===== src/rtl/psg_stereo_dac.sv =====
// rtl/psg_stereo_dac.sv - three-channel PSG stereo mixer with mute ramp and sigma-delta DACs
module psg_stereo_dac #(
  parameter int IN_W   = 12,
  parameter int MIX_W  = IN_W + 2,
  parameter int RAMP_W = 4
) (
  input  logic             clk_i,
  input  logic             res_n_i,
  input  logic             sample_en,
  input  logic [IN_W-1:0]  ch_a,
  input  logic [IN_W-1:0]  ch_b,
  input  logic [IN_W-1:0]  ch_c,
  input  logic [1:0]       mode,
  input  logic             mute,
  output logic [MIX_W-1:0] pcm_l_o,
  output logic [MIX_W-1:0] pcm_r_o,
  output logic             dac_l_o,
  output logic             dac_r_o,
  output logic             muted_o
);

  // att spans 0..MIX_W inclusive; MIX_W means every bit is shifted out.
  localparam int ATT_W = $clog2(MIX_W + 1);
  localparam logic [ATT_W-1:0] ATT_MAX = ATT_W'(MIX_W);

  localparam logic [1:0] MODE_ABC = 2'b01;
  localparam logic [1:0] MODE_ACB = 2'b10;

  logic [MIX_W-1:0]  w_a, w_b, w_c;
  logic [MIX_W-1:0]  w_mix_l, w_mix_r;
  logic [ATT_W-1:0]  w_att_next;
  logic [MIX_W:0]    w_acc_l_next, w_acc_r_next;

  logic [MIX_W-1:0]  r_pcm_l, r_pcm_r;
  logic [RAMP_W-1:0] r_ramp;
  logic [ATT_W-1:0]  r_att;
  logic              r_muted;
  logic [MIX_W:0]    r_acc_l, r_acc_r;
  logic              r_dac_l, r_dac_r;

  assign w_a = MIX_W'(ch_a);
  assign w_b = MIX_W'(ch_b);
  assign w_c = MIX_W'(ch_c);

  // Stereo mix: the channel panned to a side counts double, the centre one once.
  always_comb begin
    w_mix_l = w_a + w_b + w_c;
    w_mix_r = w_a + w_b + w_c;
    case (mode)
      MODE_ABC: begin
        w_mix_l = (w_a << 1) + w_b;
        w_mix_r = (w_c << 1) + w_b;
      end
      MODE_ACB: begin
        w_mix_l = (w_a << 1) + w_c;
        w_mix_r = (w_b << 1) + w_c;
      end
      default: ;
    endcase
  end

  // Next attenuation: one step toward the mute target at the end of each ramp period.
  always_comb begin
    w_att_next = r_att;
    if (&r_ramp) begin
      if (mute && (r_att < ATT_MAX))
        w_att_next = r_att + 1'b1;
      else if (!mute && (r_att != '0))
        w_att_next = r_att - 1'b1;
    end
  end

  // Sample path: latch attenuated PCM with the pre-update att, then advance the ramp.
  always_ff @(posedge clk_i or negedge res_n_i) begin
    if (!res_n_i) begin
      r_pcm_l <= '0;
      r_pcm_r <= '0;
      r_ramp  <= '0;
      r_att   <= ATT_MAX;
      r_muted <= 1'b1;
    end else if (sample_en) begin
      r_pcm_l <= w_mix_l >> r_att;
      r_pcm_r <= w_mix_r >> r_att;
      r_ramp  <= r_ramp + 1'b1;
      r_att   <= w_att_next;
      r_muted <= (w_att_next == ATT_MAX);
    end
  end

  // First-order modulators: the carry out of the MIX_W-bit accumulator is the bitstream.
  assign w_acc_l_next = {1'b0, r_acc_l[MIX_W-1:0]} + {1'b0, r_pcm_l};
  assign w_acc_r_next = {1'b0, r_acc_r[MIX_W-1:0]} + {1'b0, r_pcm_r};

  // Sigma-delta accumulators and registered bitstream outputs, updated every clock.
  always_ff @(posedge clk_i or negedge res_n_i) begin
    if (!res_n_i) begin
      r_acc_l <= '0;
      r_acc_r <= '0;
      r_dac_l <= 1'b0;
      r_dac_r <= 1'b0;
    end else begin
      r_acc_l <= w_acc_l_next;
      r_acc_r <= w_acc_r_next;
      r_dac_l <= w_acc_l_next[MIX_W];
      r_dac_r <= w_acc_r_next[MIX_W];
    end
  end

  assign pcm_l_o = r_pcm_l;
  assign pcm_r_o = r_pcm_r;
  assign dac_l_o = r_dac_l;
  assign dac_r_o = r_dac_r;
  assign muted_o = r_muted;

endmodule


===== config.mk =====
export PLATFORM = sky130hd
export DESIGN_NAME = psg_stereo_dac
export DESIGN_NICKNAME = d
export VERILOG_FILES = /design/src/rtl/psg_stereo_dac.sv
export SDC_FILE = /design/constraint.sdc
export NUM_CORES = 1
export LEC_CHECK = 0
export CORE_MARGIN = 5
export CORE_UTILIZATION = 35
export CTS_CLUSTER_DIAMETER = 120
export DETAILED_ROUTE_END_ITERATION = 8
export GPL_TIMING_DRIVEN = 0
export SYNTH_ARGS = -nofsm -noshare
export SYNTH_HDL_FRONTEND = slang
export SYNTH_SLANG_ARGS = --single-unit

===== constraint.sdc =====
create_clock -name clk_i -period 6.4 [get_ports clk_i]
set_clock_uncertainty 0.2 [all_clocks]
set_input_delay 1.28 -clock clk_i [delete_from_list [all_inputs] [get_ports clk_i]]
set_output_delay 1.28 -clock clk_i [all_outputs]
set_load 0.01 [all_outputs]

==> impl_results.md <==
* RSZ-0062 raised after global routing: no
* CP endpoint kind: flop
* Global-route usage over all layers at 0.184
* Max VDD drop at 0.000171 V
* Routed len/inst at 17.9 um
* Post-CTS setup buffers at 0
* Status: complete, no violations
* Number of synthesized flops with an enable pin at 0
* Power Dens Cells at 386 mW/mm^2
* Fin. max-slew vios at 0
* First-pass GRT wire length at 36.6 mm
* DRT antenna net count at 0
* Initial DRC count at 592
* CTS max path bufs at 2
* Layout cells sized above 1 at 0.0559
* Crit path from: ch_c[2]
* Number of hold buffers added after cts at 0
* Starting Density at 0.353
* Clock root cell: clkbuf_16
* Ys Warns at 0
* CP required at roughly 6.4 ns
* First-pass DRT Iterations at 5
* Final Hold Fails at 0
* Final wirelength at 22.9 mm
* Clk slew on worst S/H paths at around 0.050 ns
* Power Total at 3470 uW
* Maximum clock rate at 167 MHz
* Cell area after synthesis at 0.00762 mm^2
* CTS tree: done
* Max-Cap Viols at 0
* Dpl hpwl at 18.6 mm
* Startpoint types: input port
* Setup TNS at 0 ns
* Syn Area/Cell at 8.35 um^2
* # setup viols final at 0
* Period utilisation layout at 0.933
* Post-Syn Instances at 913
* Largest net degree at the start of global routing at 68
* Sequential fraction of the synthesis area at 0.221
* Cell area after layout at 0.00898 mm^2
* Post-CTS sizing at 0
* Crit path max fanout at 5
* Number of global-route vias before repair at 6788
* Crit path kind: input port to flop
* DR vias at 7298
* Worst slew margin at 0.247
* Number of buffers created by CTS at 9
* Clk sinks at 67
* Die area at around 0.025 mm^2
* Die Ht at around 160 um
* Area of the core at 0.0216 mm^2
* Ports at 73
* Rows at 54
* Worst hold start: r_acc_r[0]
* NumNets Final at 1135
* Width of the die at approximately 160 um
* Synth Net Count at roughly 1.1k
* Main synth FF type: dfrtp_1
* Period minus WS final at 5.97 ns
* Number of I/O port buffers at 72
* Slew @ Worst Pin at 1.13 ns
* Htree depth at 3
* LEAKAGE at ~0.0038 uW
* Total grt overflow at 0
* Via density at ~5.7
* Gpl congestion at 0.914
* Min-Delay Path Class: flop to flop
* Post-synthesis cell type count at 78
* Synth-to-Final Area Change at 17.7%
* Beginning of the worst register-to-register path: r_att[1]
* Synth Register Bits at 67
* Worst Path Arrival at 5.99 ns
* Drc violations at 0
* Clock Latency Late Sink at 0.33 ns
* Fraction of registers with async set/reset at 1.00
* Inserted Diodes at 0
* Area post-placement at 0.00869 mm^2
* Initial antenna violation count at 0
[final timing paths]
path	end	slack, ns	cells after the start
min reg2reg	r_acc_r[0]	0.28	1
max in group asynchronous	r_acc_l[5]	4.59	1
max	pcm_r_o[0]	0.43	11
max reg2reg	pcm_r_o[7]	3.04	7
min in group asynchronous	r_ramp[0]	0.84	1
min	r_acc_r[0]	0.28	1
[final cells by class]
type / instances / area (um^2)
plain buffers: 35 / 133
clock buffers: 14 / 274
clock inverters: 2 / 10.0
fillers: 2201 / 12600
inverters: 54 / 203
multi-input cells: 757 / 5610
flip-flops and latches: 67 / 1680
well taps: 280 / 350
repair buffers: 72 / 718
[critical path: stages]
cell and delay (ns):
clkdlybuf4s50_1 0.60, fa_1 0.48, ha_1 0.30, a211oi_1 0.58, o21ai_1 0.26, mux2i_1 0.22, a2111oi_1 0.97, mux2i_1 0.19
mux2_2 0.35, mux4_2 0.48, mux2_2 0.27
[synth_stat cells (6+ instances only)]
library cell / count / area [um^2]
nand2_1: 72 / 270
a31oi_1: 12 / 75.1
a21oi_1: 63 / 315
nor2_1: 80 / 300
o21ai_0: 53 / 265
nand2b_1: 15 / 93.8
o21a_1: 11 / 82.6
nor2b_1: 16 / 100
fa_1: 18 / 360
o221ai_1: 7 / 61.3
o2bb2ai_1: 9 / 78.8
nor3_1: 30 / 150
inv_1: 53 / 199
o21bai_1: 7 / 52.6
ha_1: 79 / 988
or2_2: 6 / 37.5
nand3_1: 18 / 90.1
clkbuf_1: 29 / 109
a21o_1: 13 / 97.6
a211o_1: 8 / 70.1
dfrtp_1: 63 / 1580
o211ai_1: 15 / 113
or3_1: 8 / 50.1
mux2_2: 15 / 169
a211oi_1: 21 / 158
and3_1: 6 / 37.5
nor4_1: 7 / 43.8
xor2_1: 14 / 123
xnor2_1: 29 / 254
mux2i_1: 21 / 210
[metrics by stage]
stage	hold slack (ns)	setup slack, ns	util	cells
global route	0.292	0.314	0.415	1281
finish	0.275	0.429	0.415	1281
floorplan	0.243	1.64	-	913
global placement	0.252	0.226	0.402	1265
CTS	0.280	0.540	0.415	1281
detailed placement	0.268	0.242	0.402	1265
[where the power goes]
part / internal [uW] / switching [uW] / total (uW) / leakage [uW]
Clock: 293 / 173 / 466 / 0.000143
Sequential: 631 / 129 / 760 / 0.000810
Combinational: 984 / 1260 / 2240 / 0.00280
Total: 1910 / 1560 / 3470 / 0.00375
[state kept, by name, indices dropped and copies added (netlist names)]
| register | count |
|---|---|
| dac_r_o | 1 |
| dac_l_o | 1 |
| r_acc_l | 14 |
| r_acc_r | 14 |
| muted_o | 1 |
| pcm_r_o | 14 |
| pcm_l_o | 14 |
| r_att | 4 |
| r_ramp | 4 |
[cell families after synthesis]
logic type	count (synthesis)	synth area share
adders and majority gates	97	0.177
AOI/OAI and AO/OA	293	0.265
buffers and inverters	89	0.0440
xor gates and xnor gates	43	0.0494
muxes	40	0.0615
DFF	67	0.221
and+or+nand+nor	284	0.182
[per-layer routing]
metal	global-route usage	wire, um	part of all wire
met1	0.272	11000	0.48
met2	0.283	10200	0.45
met3	0.0279	1250	0.054
met4	0.0422	393	0.017
met5	0	0	0
[placed cells by master, fill, tap and decap left out, types with 13 or more instances in the layout]
cell and instances:
nor2_1 80, ha_1 79, nand2_1 72, clkdlybuf4s50_1 71, a21oi_1 63, dfrtp_1 63, inv_1 53, o21ai_0 53
clkbuf_1 31, nor3_1 30, xnor2_1 29, a211oi_1 21, mux2i_1 21, nand3_1 18, fa_1 18, nor2b_1 16
nand2b_1 15, mux2_2 15, o211ai_1 15, xor2_1 14, a21o_1 13
No activity file was read; power rests on OpenSTA's default activity.
